## config.mk

```make
export PLATFORM = sky130hd
export DESIGN_NAME = bin2bcd_seq
export DESIGN_NICKNAME = d
export VERILOG_FILES = /design/src/rtl/bin2bcd_seq.sv
export SDC_FILE = /design/constraint.sdc
export NUM_CORES = 1
export LEC_CHECK = 0
export BUFFER_PORTS_ARGS = -buffer_cell sky130_fd_sc_hd__buf_2
export CAP_MARGIN = 15
export CORE_MARGIN = 1.5
export CORE_UTILIZATION = 30
export DETAILED_ROUTE_END_ITERATION = 8
export PLACE_DENSITY = 0.55
export SKIP_LAST_GASP = 1
export SLEW_MARGIN = 10
export SYNTH_ARGS = -nofsm -noshare
export SYNTH_HDL_FRONTEND = slang
export SYNTH_SLANG_ARGS = --single-unit
```

## constraint.sdc

```tcl
create_clock -name clk -period 5.1 [get_ports clk]
set_clock_uncertainty 0.15 [all_clocks]
set_input_delay 1.02 -clock clk [delete_from_list [all_inputs] [get_ports clk]]
set_output_delay 1.02 -clock clk [all_outputs]
set_load 0.005 [all_outputs]
```

## src/rtl/bin2bcd_seq.sv

```systemverilog
// Sequential double-dabble binary-to-BCD converter, one input bit per clock,
// with optional leading-zero blanking (blanked digits read 4'hF).
module bin2bcd_seq #(
    parameter int WIDTH    = 16,
    parameter int DIGITS   = 5,
    parameter bit BLANK_LZ = 1'b1
) (
    input  logic                  clk,
    input  logic                  reset,
    input  logic                  start,
    input  logic [WIDTH-1:0]      bin,
    output logic                  busy,
    output logic                  done,
    output logic [4*DIGITS-1:0]   bcd
);

    localparam int BCD_W = 4 * DIGITS;
    localparam int CNT_W = ($clog2(WIDTH) > 0) ? $clog2(WIDTH) : 1;
    localparam logic [CNT_W-1:0] LAST_CNT = CNT_W'(WIDTH - 1);

    function automatic bit digits_ok();
        logic [255:0] p;
        p = 256'd1;
        for (int i = 0; i < DIGITS; i++) p = p * 256'd10;
        return p > ((256'd1 << WIDTH) - 256'd1);
    endfunction

    function automatic logic [BCD_W-1:0] reset_bcd();
        logic [BCD_W-1:0] r;
        r = '0;
        for (int k = 1; k < DIGITS; k++) r[4*k +: 4] = BLANK_LZ ? 4'hF : 4'h0;
        return r;
    endfunction

    generate
        if (!digits_ok()) begin : g_param_check
            $error("bin2bcd_seq: DIGITS too small to represent 2**WIDTH-1");
        end
    endgenerate

    typedef enum logic [1:0] {IDLE, SHIFT, DONE} state_t;

    state_t             state_reg, state_next;
    logic [CNT_W-1:0]   cnt_reg;
    logic [WIDTH-1:0]   shift_reg, shift_next;
    logic [BCD_W-1:0]   scratch_reg, scratch_next;
    logic [BCD_W-1:0]   adj;
    logic [BCD_W-1:0]   blanked;
    logic [BCD_W-1:0]   bcd_reg;
    logic               done_reg;
    logic               seen_nz;

    // Add-3 correction is per digit; no carry crosses a nibble boundary.
    generate
        for (genvar gi = 0; gi < DIGITS; gi++) begin : g_adj
            assign adj[4*gi +: 4] = (scratch_reg[4*gi +: 4] >= 4'd5)
                                    ? scratch_reg[4*gi +: 4] + 4'd3
                                    : scratch_reg[4*gi +: 4];
        end
    endgenerate

    always_comb begin
        {scratch_next, shift_next} = {adj, shift_reg} << 1;
    end

    // Blank from the top down until the first non-zero digit; digit0 always shows.
    always_comb begin
        blanked = scratch_reg;
        seen_nz = 1'b0;
        for (int k = DIGITS - 1; k > 0; k--) begin
            if (scratch_reg[4*k +: 4] != 4'd0) seen_nz = 1'b1;
            if (BLANK_LZ && !seen_nz) blanked[4*k +: 4] = 4'hF;
        end
    end

    always_comb begin
        state_next = state_reg;
        case (state_reg)
            IDLE:    if (start) state_next = SHIFT;
            SHIFT:   if (cnt_reg == LAST_CNT) state_next = DONE;
            DONE:    state_next = IDLE;
            default: state_next = IDLE;
        endcase
    end

    always_ff @(posedge clk) begin
        if (reset) state_reg <= IDLE;
        else       state_reg <= state_next;
    end

    always_ff @(posedge clk) begin
        if (reset) begin
            cnt_reg     <= '0;
            shift_reg   <= '0;
            scratch_reg <= '0;
            bcd_reg     <= reset_bcd();
            done_reg    <= 1'b0;
        end else begin
            done_reg <= 1'b0;
            case (state_reg)
                IDLE: begin
                    if (start) begin
                        shift_reg   <= bin;
                        scratch_reg <= '0;
                        cnt_reg     <= '0;
                    end
                end
                SHIFT: begin
                    shift_reg   <= shift_next;
                    scratch_reg <= scratch_next;
                    cnt_reg     <= cnt_reg + 1'b1;
                end
                DONE: begin
                    bcd_reg  <= blanked;
                    done_reg <= 1'b1;
                end
                default: ;
            endcase
        end
    end

    assign busy = (state_reg != IDLE);
    assign done = done_reg;
    assign bcd  = bcd_reg;

endmodule

```

==> results of run 1 <==
-- synthesized netlist by cell type, types with 6 or more instances --
cell type / n
ha_1: 14
nor3_1: 21
nand2b_1: 12
nor2b_1: 11
buf_2: 7
a21oi_1: 28
a22o_1: 6
nand2_1: 13
dfxtp_1: 63
clkbuf_1: 9
nor2_1: 44
o31ai_1: 6
o22ai_1: 12
inv_1: 16
-- path summary, 6_finish.rpt --
check	end	slack (ns)	cells after the start
setup / recovery	busy	2.34	2
hold / removal	shift_reg[8]$_SDFFE_PP0P_	0.31	2
setup reg to reg	scratch_reg[19]$_SDFFE_PP0P_	2.62	4
hold reg to reg	shift_reg[8]$_SDFFE_PP0P_	0.31	2
-- cells by family (layout without fill, tap and decap cells) --
group                      count (synthesis)  after routing  share of synthesized area, %
DFF                                       63             63                          44.0
xor gates and xnor gates                   7              7                          2.14
AOI/OAI and AO/OA                         84             84                          20.3
and+or+nand+nor                          113            113                          19.6
muxes                                      7              7                          2.58
adders and majority gates                 14             14                          6.11
buffers and inverters                     36             75                          5.28
-- report_power, final --
group / leakage (nW) / internal, W / switching (W)
Clock: 0.100 / 0.000237 / 0.000185
Combinational: 0.770 / 0.0000336 / 0.0000444
Sequential: 0.512 / 0.000508 / 0.0000148
-- critical path: stages, from the launching register on --
cell and delay, ns:
dfxtp_1 0.89, or2_2 0.26, buf_2 0.11
-- layout by cell type, fill, tap and decap left out, types with 2 or more instances in the layout --
cell type / count
dfxtp_1: 63
nor2_1: 44
buf_2: 40
a21oi_1: 28
nor3_1: 21
inv_1: 16
ha_1: 14
nand2_1: 13
nand2b_1: 12
o22ai_1: 12
nor2b_1: 11
clkbuf_8: 10
o31ai_1: 6
a22o_1: 6
o21bai_1: 5
xnor2_1: 5
o21ai_0: 5
a32o_1: 5
nor3b_1: 4
mux2i_1: 4
o32a_1: 4
a222oi_1: 4
mux2_2: 3
clkinv_2: 3
buf_4: 3
xor2_1: 2
o32ai_1: 2
nand3_1: 2
a22oi_1: 2
clkbuf_1: 2
-- cell type report --
cell class | count | area (um^2)
fill | 966 | 5890
clock inverter | 4 | 45.0
clock buffer | 12 | 145
multi-input combinational | 225 | 1450
inverter | 16 | 60.1
sequential | 63 | 1260
timing repair buffer | 43 | 223
tap | 129 | 161
-- stage by stage --
| step | setup WS [ns] | utilization, % |
|---|---|---|
| 6_report | 2.34 | 36.2 |
| 5_1_grt | 2.20 | 36.2 |
| 4_1_cts | 2.31 | 36.2 |
| 3_5_place_dp | 2.25 | 34.2 |
| 3_3_place_gp | 2.29 | 34.2 |
| 2_1_floorplan | 2.99 | - |
-- routing by layer --
layer | vias to the layer above | part of all wire, % | track usage [%]
li1 | 1213 | - | -
met1 | 1118 | 47 | 16.0
met2 | 39 | 48 | 21.7
met3 | 6 | 4.3 | 3.95
met4 | 0 | 1.1 | 4.33
met5 | - | 0 | 0
==> metrics.yaml, run 1 <==
post_cts.repair.setup_buffers: 0
avgSynthCellArea_um2: 8.85
io_buffers: 40
fmax_mhz: 363
powerDensity_nw_per_um2: 305
globalplace.congestion: 0.788
syn_area_um2: 2870
grt_max_degree: 30
nets: 391
cts_tree: "done"
die-area_um2: 10200
grt_pass1_wl_um: 10500
hold_viol: 0
wirelength_um: 6330
vias: 2376
die_y_um: 101
finalSetupViolCount: 0
hold_ws_ns: 0.307
ctsHoldBuffers: 0
h-tree-depth: 3
arrival_ns: 1.59
layout_min_cycle_time_ns: 2.76
synth-seq-cells: 63
drtIter0Drc: 100
viasPerCell: 4.83
crit_path_start_kind: "flip-flop"
core-area_um2: 9240
syn_to_final_growth_pct: 16.8
synth.area.top_cells: "dfxtp_1 44%, ha_1 6.1%, nor2_1 5.8%, a21oi_1 4.9%, nor3_1 3.7%"
maxCapViolCount: 0
synth_cells: 324
maxSlewViolCount: 0
remaining_drc_errors: 0
worstHoldStart: "shift_reg[8]$_SDFFE_PP0P_"
cts_resized: 0
grt_use_total_pct: 13.0
ant_nets: 0
p_leak_nw: 1.38
antenna_cells: 0
ir_drop_uv: 107
cts_sinks: 63
fp-row-count: 35
finalCritPeriodShare_pct: 54.0
synth.distinct_cells: 40
synth_top_area_share_pct: 44.0
status: "completed"
endpoint_kind: "output pin"
antenna_found_initial: 0
critical_path_class: "reg2out"
cts.path.max_buffers: 2
ys.flop_type: "dfxtp_1"
async_flop_share_pct: 0
r2r-start: "state_reg[0]$_SDFFE_PP0P_"
placedCellCount: 476
fin_cells: 492
yosysWarnings: 0
cts.reportedPaths.clkPinSlew_ns: 0.07
grt_overflow: 0
die_x_um: 101
detailed_place_hpwl_um: 4340
grt_pass1_vias: 2225
ys_seq_area_share_pct: 44.0
finalPower_w: 0.00102
synth_top_area_cell: "dfxtp_1"
path_max_fanout: 29
synth_nets: 357
rsz0062_at_grt: "false"
dr.pass1.iters: 4
slew_headroom_pct: 31.8
worst_slew_pin_slew_ns: 1.02
required_ns: 3.93
routedWlPerCell_um: 12.9
start_util_pct: 31.0
clk_latency_ns: 0.33
root_buffer: "clkbuf_8"
pin_count: 41
synth_edf_count: 0
stdcell_area_um2: 3350
cts_buffers: 9
drive_gt1_share_pct: 18.5
placed_area_um2: 3160
hp-class: "reg2reg"
startpoint: "state_reg[0]$_SDFFE_PP0P_"
tns_ns: 0
Power figures use the tool's default switching activity.
==> run 2, diff against run 1 <==
--- a/config.mk
+++ b/config.mk
@@ -5,12 +5,13 @@
 export SDC_FILE = /design/constraint.sdc
 export NUM_CORES = 1
 export LEC_CHECK = 0
+export ABC_AREA = 1
 export BUFFER_PORTS_ARGS = -buffer_cell sky130_fd_sc_hd__buf_2
 export CAP_MARGIN = 15
 export CORE_MARGIN = 1.5
 export CORE_UTILIZATION = 30
 export DETAILED_ROUTE_END_ITERATION = 8
-export PLACE_DENSITY = 0.55
+export PLACE_DENSITY = 0.57
 export SKIP_LAST_GASP = 1
 export SLEW_MARGIN = 10
 export SYNTH_ARGS = -nofsm -noshare
==> constraint.sdc (replaced) <==
create_clock -name clk -period 2.5 [get_ports clk]
set_clock_uncertainty 0.15 [all_clocks]
set_input_delay 0.5 -clock clk [delete_from_list [all_inputs] [get_ports clk]]
set_output_delay 0.5 -clock clk [all_outputs]
set_load 0.005 [all_outputs]
==> run 2 against run 1 <==
  * Worst hold slack worse by 0.051 ns
  * Clock power up 150%
  * Non-clock buffer count unchanged
  * Utilization up 0.21 points
  * Combinational power up 82%
  * Routed wire length up 7.8%
  * Die area up 4.4%
  * Sequential power up 99%
  * Flip-flop and latch count unchanged
==> metrics.yaml, run 2 <==
die_x_um: 103
layout_commonest_cell: "nand2_1"
maxCapViolCount: 0
drive_gt1_share_pct: 18.5
p_leak_nw: 1.51
grt_pass1_wl_um: 11300
synth_nets: 430
slew_headroom_pct: 73.4
nets: 471
status: "completed"
core-area_um2: 9730
finalCritPeriodShare_pct: 74.1
arrival_ns: 1.20
hold_viol: 0
grt_pass1_vias: 2465
viasPerCell: 4.54
fin_cells: 576
cts.path.max_buffers: 2
hp-class: "in2reg"
drtIter0Drc: 126
path_max_fanout: 3
ys_seq_area_share_pct: 42.1
cts.reportedPaths.clkPinSlew_ns: 0.07
powerDensity_nw_per_um2: 631
layout_min_cycle_time_ns: 1.85
synth_cells: 397
synth_edf_count: 0
synth.area.top_cells: "dfxtp_1 42%, nand2_1 14%, ha_1 5.8%, o21ai_0 5.7%, inv_1 5.4%"
cts_resized: 0
synth-seq-cells: 63
post_cts.repair.setup_buffers: 0
yosysMostFrequentCell: "nand2_1"
synth_top_area_share_pct: 42.1
nFillCells: 1036
die_y_um: 103
placedCellCount: 560
ctsHoldBuffers: 0
rsz0062_at_grt: "false"
io_buffers: 40
synth_top_area_cell: "dfxtp_1"
pin_count: 41
synth.distinct_cells: 30
h-tree-depth: 3
ant_nets: 0
wirelength_um: 6820
ys.flop_type: "dfxtp_1"
fmax_mhz: 540
dr.pass1.iters: 4
stdcell_area_um2: 3550
synth_common_cells: "112 x nand2_1, 63 x dfxtp_1, 43 x inv_1"
grt_max_degree: 25
finalPower_w: 0.00224
crit_path_start_kind: "flip-flop"
finalSetupViolCount: 0
placed_area_um2: 3300
routedWlPerCell_um: 11.8
root_buffer: "clkbuf_8"
endpoint_kind: "output pin"
maxSlewViolCount: 0
yosysWarnings: 0
ir_drop_uv: 316
remaining_drc_errors: 0
grt_use_total_pct: 14.0
antenna_cells: 0
clk_latency_ns: 0.34
cts_sinks: 63
syn_to_final_growth_pct: 18.4
required_ns: 1.85
vias: 2617
fp-row-count: 36
antenna_found_initial: 0
worst_slew_pin_slew_ns: 0.398
globalplace.congestion: 0.784
async_flop_share_pct: 0
start_util_pct: 30.8
cts_buffers: 9
grt_overflow: 0
syn_area_um2: 3000
detailed_place_hpwl_um: 4800
final_cell_mix: "112 x nand2_1, 63 x dfxtp_1, 43 x inv_1, 40 x buf_2, 34 x o21ai_0"
critical_path_class: "reg2out"
die-area_um2: 10600
avgSynthCellArea_um2: 7.55
cts_tree: "done"
tns_ns: 0
==> run 2: cell types whose count changed after synthesis, moves of 6 or more <==
cell      previous run  this run
a22o_1               6         0
o22ai_1             12         3
nor2_1              44        19
nand2b_1            12         0
nor2b_1             11         0
inv_1               16        43
nand2_1             13       112
nand3_1              2        28
nor3_1              21         1
o21ai_0              5        34
o21ai_2              1         7
o31ai_1              6         0
clkbuf_1             9         3
==> run 2: per-layer routing <==
metal / GRT usage [%] / vias to the layer above / share of wire (%)
li1: - / 1364 / -
met1: 18.1 / 1188 / 51
met2: 22.1 / 54 / 43
met3: 3.46 / 11 / 4.5
met4: 6.55 / 0 / 2.0
met5: 0 / - / 0
==> run 2: kinds of logic (layout without fill, tap and decap cells) <==
kind of cell	count (synthesis)	count (layout)	synth area share, %
buffers and inverters	62	108	9.02
adders and majority gates	14	14	5.85
AOI/OAI and AO/OA	84	84	16.5
DFF	63	63	42.1
and+or+nand+nor	171	171	25.7
xor gates and xnor gates	3	3	0.877
==> run 2: worst paths after layout <==
path                                     start                          to  slack [ns]  cells past startpoint
setup / recovery     state_reg[0]$_SDFFE_PP0P_                        busy        0.65                      3
hold / removal                         bin[13]  shift_reg[13]$_SDFFE_PP0P_        0.26                      3
setup reg to reg  scratch_reg[16]$_SDFFE_PP0P_         bcd[4]$_SDFFE_PP1P_        0.74                      8
hold reg to reg      shift_reg[4]$_SDFFE_PP0P_   shift_reg[4]$_SDFFE_PP0P_        0.32                      2
==> run 2: power by group <==
group	internal, W	total, W	switching, W
Clock	0.000671	0.00105	0.000383
Sequential	0.00103	0.00104	0.0000139
Combinational	0.0000454	0.000142	0.0000962
==> run 2: final cells by class <==
class,count,area (um^2),area share [%]
repair buffers,43,223,6.28
clock inverters,2,60.1,1.69
flip-flops and latches,63,1260,35.6
clock buffers,14,183,5.15
multi-input cells,272,1460,41.3
well taps,133,166,4.69
inverters,49,190,5.36
==> run 2: per-stage QoR <==
stage                     util, %  hold slack, ns  setup slack [ns]
final                        36.5           0.256             0.648
after global routing         36.5           0.258             0.539
after CTS                    36.5           0.247             0.636
after detailed placement     34.0           0.301             0.729
after global placement       34.0           0.299             0.697
after floorplan                 -           0.278             0.960
==> run 2: worst max-delay path, cell delays in order (launching register included) <==
cell and delay, ns:
dfxtp_1 0.46, inv_2 0.13, nand2_1 0.14, buf_2 0.13
==> run 3, diff against run 2 <==
==> constraint.sdc (replaced) <==
create_clock -name clk -period 1.5 [get_ports clk]
set_clock_uncertainty 0.15 [all_clocks]
set_input_delay 0.3 -clock clk [delete_from_list [all_inputs] [get_ports clk]]
set_output_delay 0.3 -clock clk [all_outputs]
set_load 0.005 [all_outputs]
==> run 3 against run 2 <==
  * Clock-buffer cell count shrank 3
  * First-iteration DRC count shrank 13%
  * Flip-flop and latch count is the same
  * Register-to-register slack lost 0.65 ns
  * Critical path depth is the same
==> metrics.yaml, run 3 (synthesis results as in run 2) <==
status: "completed"
antenna_found_initial: 0
max_stage_delay_ns: 0.38
placedCellCount: 576
finalPower_w: 0.00352
r2r-start: "scratch_reg[12]$_SDFFE_PP0P_"
hold_end: "shift_reg[13]$_SDFFE_PP0P_"
grt_pass1_vias: 2476
final_cell_mix: "107 x nand2_1, 56 x dfxtp_1, 40 x buf_2, 37 x inv_1, 31 x o21ai_0"
power_frac_clock_pct: 43.5
cts.reportedPaths.clkPinSlew_ns: 0.07
p_leak_nw: 1.61
hold_viol: 0
h-tree-depth: 3
dr.pass1.iters: 4
worst_slew_pin_slew_ns: 0.307
grtUsageMet2_pct: 22.5
remaining_drc_errors: 0
powerDensity_nw_per_um2: 942
cts_tree: "done"
slowest_stage: "dfxtp_4"
fin_cells: 593
fp-row-count: 36
pwr-share-seq_pct: 49.2
reg2reg_slack_ns: 0.09
slew_headroom_pct: 79.5
crit_path_start_kind: "flip-flop"
wirelength_um: 6850
antenna_cells: 0
grt_overflow: 0
maxSlewViolCount: 0
maxCapViolCount: 0
path_max_fanout: 3
root_buffer: "clkbuf_8"
io_buffers: 40
core-area_um2: 9730
viasPerCell: 4.49
start_util_pct: 30.8
grt_use_met3_pct: 3.39
critical_path_class: "reg2out"
fmax_mhz: 682
die_y_um: 103
layout_min_cycle_time_ns: 1.47
die_x_um: 103
hp-class: "in2reg"
layout_commonest_cell: "nand2_1"
crit_chain: "inv_6, nand2_2, buf_2"
clk_latency_ns: 0.34
power.internal_w: 0.00265
p_comb_share_pct: 7.3
worstHoldPathCells: 3
rsz0062_at_grt: "true"
grt_use_total_pct: 14.1
final_util_pct: 38.4
routedWlPerCell_um: 11.5
nFillCells: 1065
endpoint_kind: "output pin"
placed_area_um2: 3420
cts_sinks: 63
vias: 2660
syn_to_final_growth_pct: 24.6
cts_buffers: 9
ff2ff_path_depth: 10
worstReg2RegEnd: "scratch_reg[13]$_SDFFE_PP0P_"
grtUsageMet1_pct: 18.3
nets: 488
detailed_place_hpwl_um: 4930
hold_ws_ns: 0.0556
grt-busiest-layer: "met2"
arrival_ns: 1.02
pin_count: 41
die-area_um2: 10600
finalSetupViolCount: 0
cts.path.max_buffers: 2
worstHoldStart: "bin[13]"
grt_max_degree: 23
finalCritPeriodShare_pct: 97.7
grt_pass1_wl_um: 11600
p_sw_w: 0.000864
ctsHoldBuffers: 0
stdcell_area_um2: 3730
ir_drop_uv: 393
drive_gt1_share_pct: 27.0
globalplace.congestion: 0.821
drtIter0Drc: 110
ant_nets: 0
p_sw_share_pct: 24.6
required_ns: 1.05
run 3: cell count changes in the layout (fill, tap and decap cells not counted), sizes merged:
cell,change
buf,+17
bufinv,-1
clkinvlp,+1
clkbuf,-3
inv,+1
clkinv,+2
run 3: per-stage QoR:
step / TNS (ns) / setup slack, ns
finish: 0 / 0.0346
global route: -0.106 / -0.0310
CTS: -0.000113 / -0.000113
detailed placement: -0.0464 / -0.0141
global placement: 0 / 0.0222
floorplan: 0 / 0.100
run 3: layer usage:
metal | vias to the layer above | routed length, um
met2 | 44 | 2890
met4 | 0 | 114
met5 | - | 0
met1 | 1203 | 3570
li1 | 1401 | -
met3 | 12 | 263
run 3: layout make-up:
cell class | instances | area, um^2 | area share [%]
well taps | 133 | 166 | 4.46
clock inverters | 5 | 56.3 | 1.51
flip-flops and latches | 63 | 1280 | 34.2
inverters | 49 | 199 | 5.33
repair buffers | 60 | 350 | 9.39
multi-input cells | 272 | 1530 | 41.0
clock buffers | 11 | 151 | 4.06
run 3: worst max-delay path by stage:
stage	startpoint	endpoint	slack, ns	cells after the start
4_1_cts	state_reg[1]$_SDFFE_PP0P_	busy	-0.0001	3
5_1_grt	scratch_reg[8]$_SDFFE_PP0P_	bcd[5]$_SDFFE_PP1P_	-0.03	8
6_report	state_reg[0]$_SDFFE_PP0P_	busy	0.03	3
2_1_floorplan	scratch_reg[16]$_SDFFE_PP0P_	bcd[6]$_SDFFE_PP1P_	0.10	8
3_3_place_gp	state_reg[1]$_SDFFE_PP0P_	scratch_reg[13]$_SDFFE_PP0P_	0.02	6
3_5_place_dp	scratch_reg[17]$_SDFFE_PP0P_	bcd[4]$_SDFFE_PP1P_	-0.01	8
run 3: worst max-delay path: cells and delay by family (launching register included):
kind	cells	cell delay, ns
DFF	1	0.38
buffers and inverters	2	0.22
and+or+nand+nor	1	0.08
run 3: what timing repair did:
| action | in CTS | in global routing |
|---|---|---|
| pin swaps | 0 | 2 |
| setup endpoints to repair | 6 | 28 |
| setup buffers | 0 | 1 |
| resized for setup | 7 | 31 |
run 3: power groups by stage:
stage	Clock [W]	Combinational, W	Sequential [W]
5_1_grt	0.00165	0.000287	0.00174
2_1_floorplan	0	0.000179	0.00177
3_3_place_gp	0	0.000254	0.00177
4_1_cts	0.00157	0.000257	0.00173
3_5_place_dp	0	0.000254	0.00177
6_report	0.00153	0.000255	0.00173
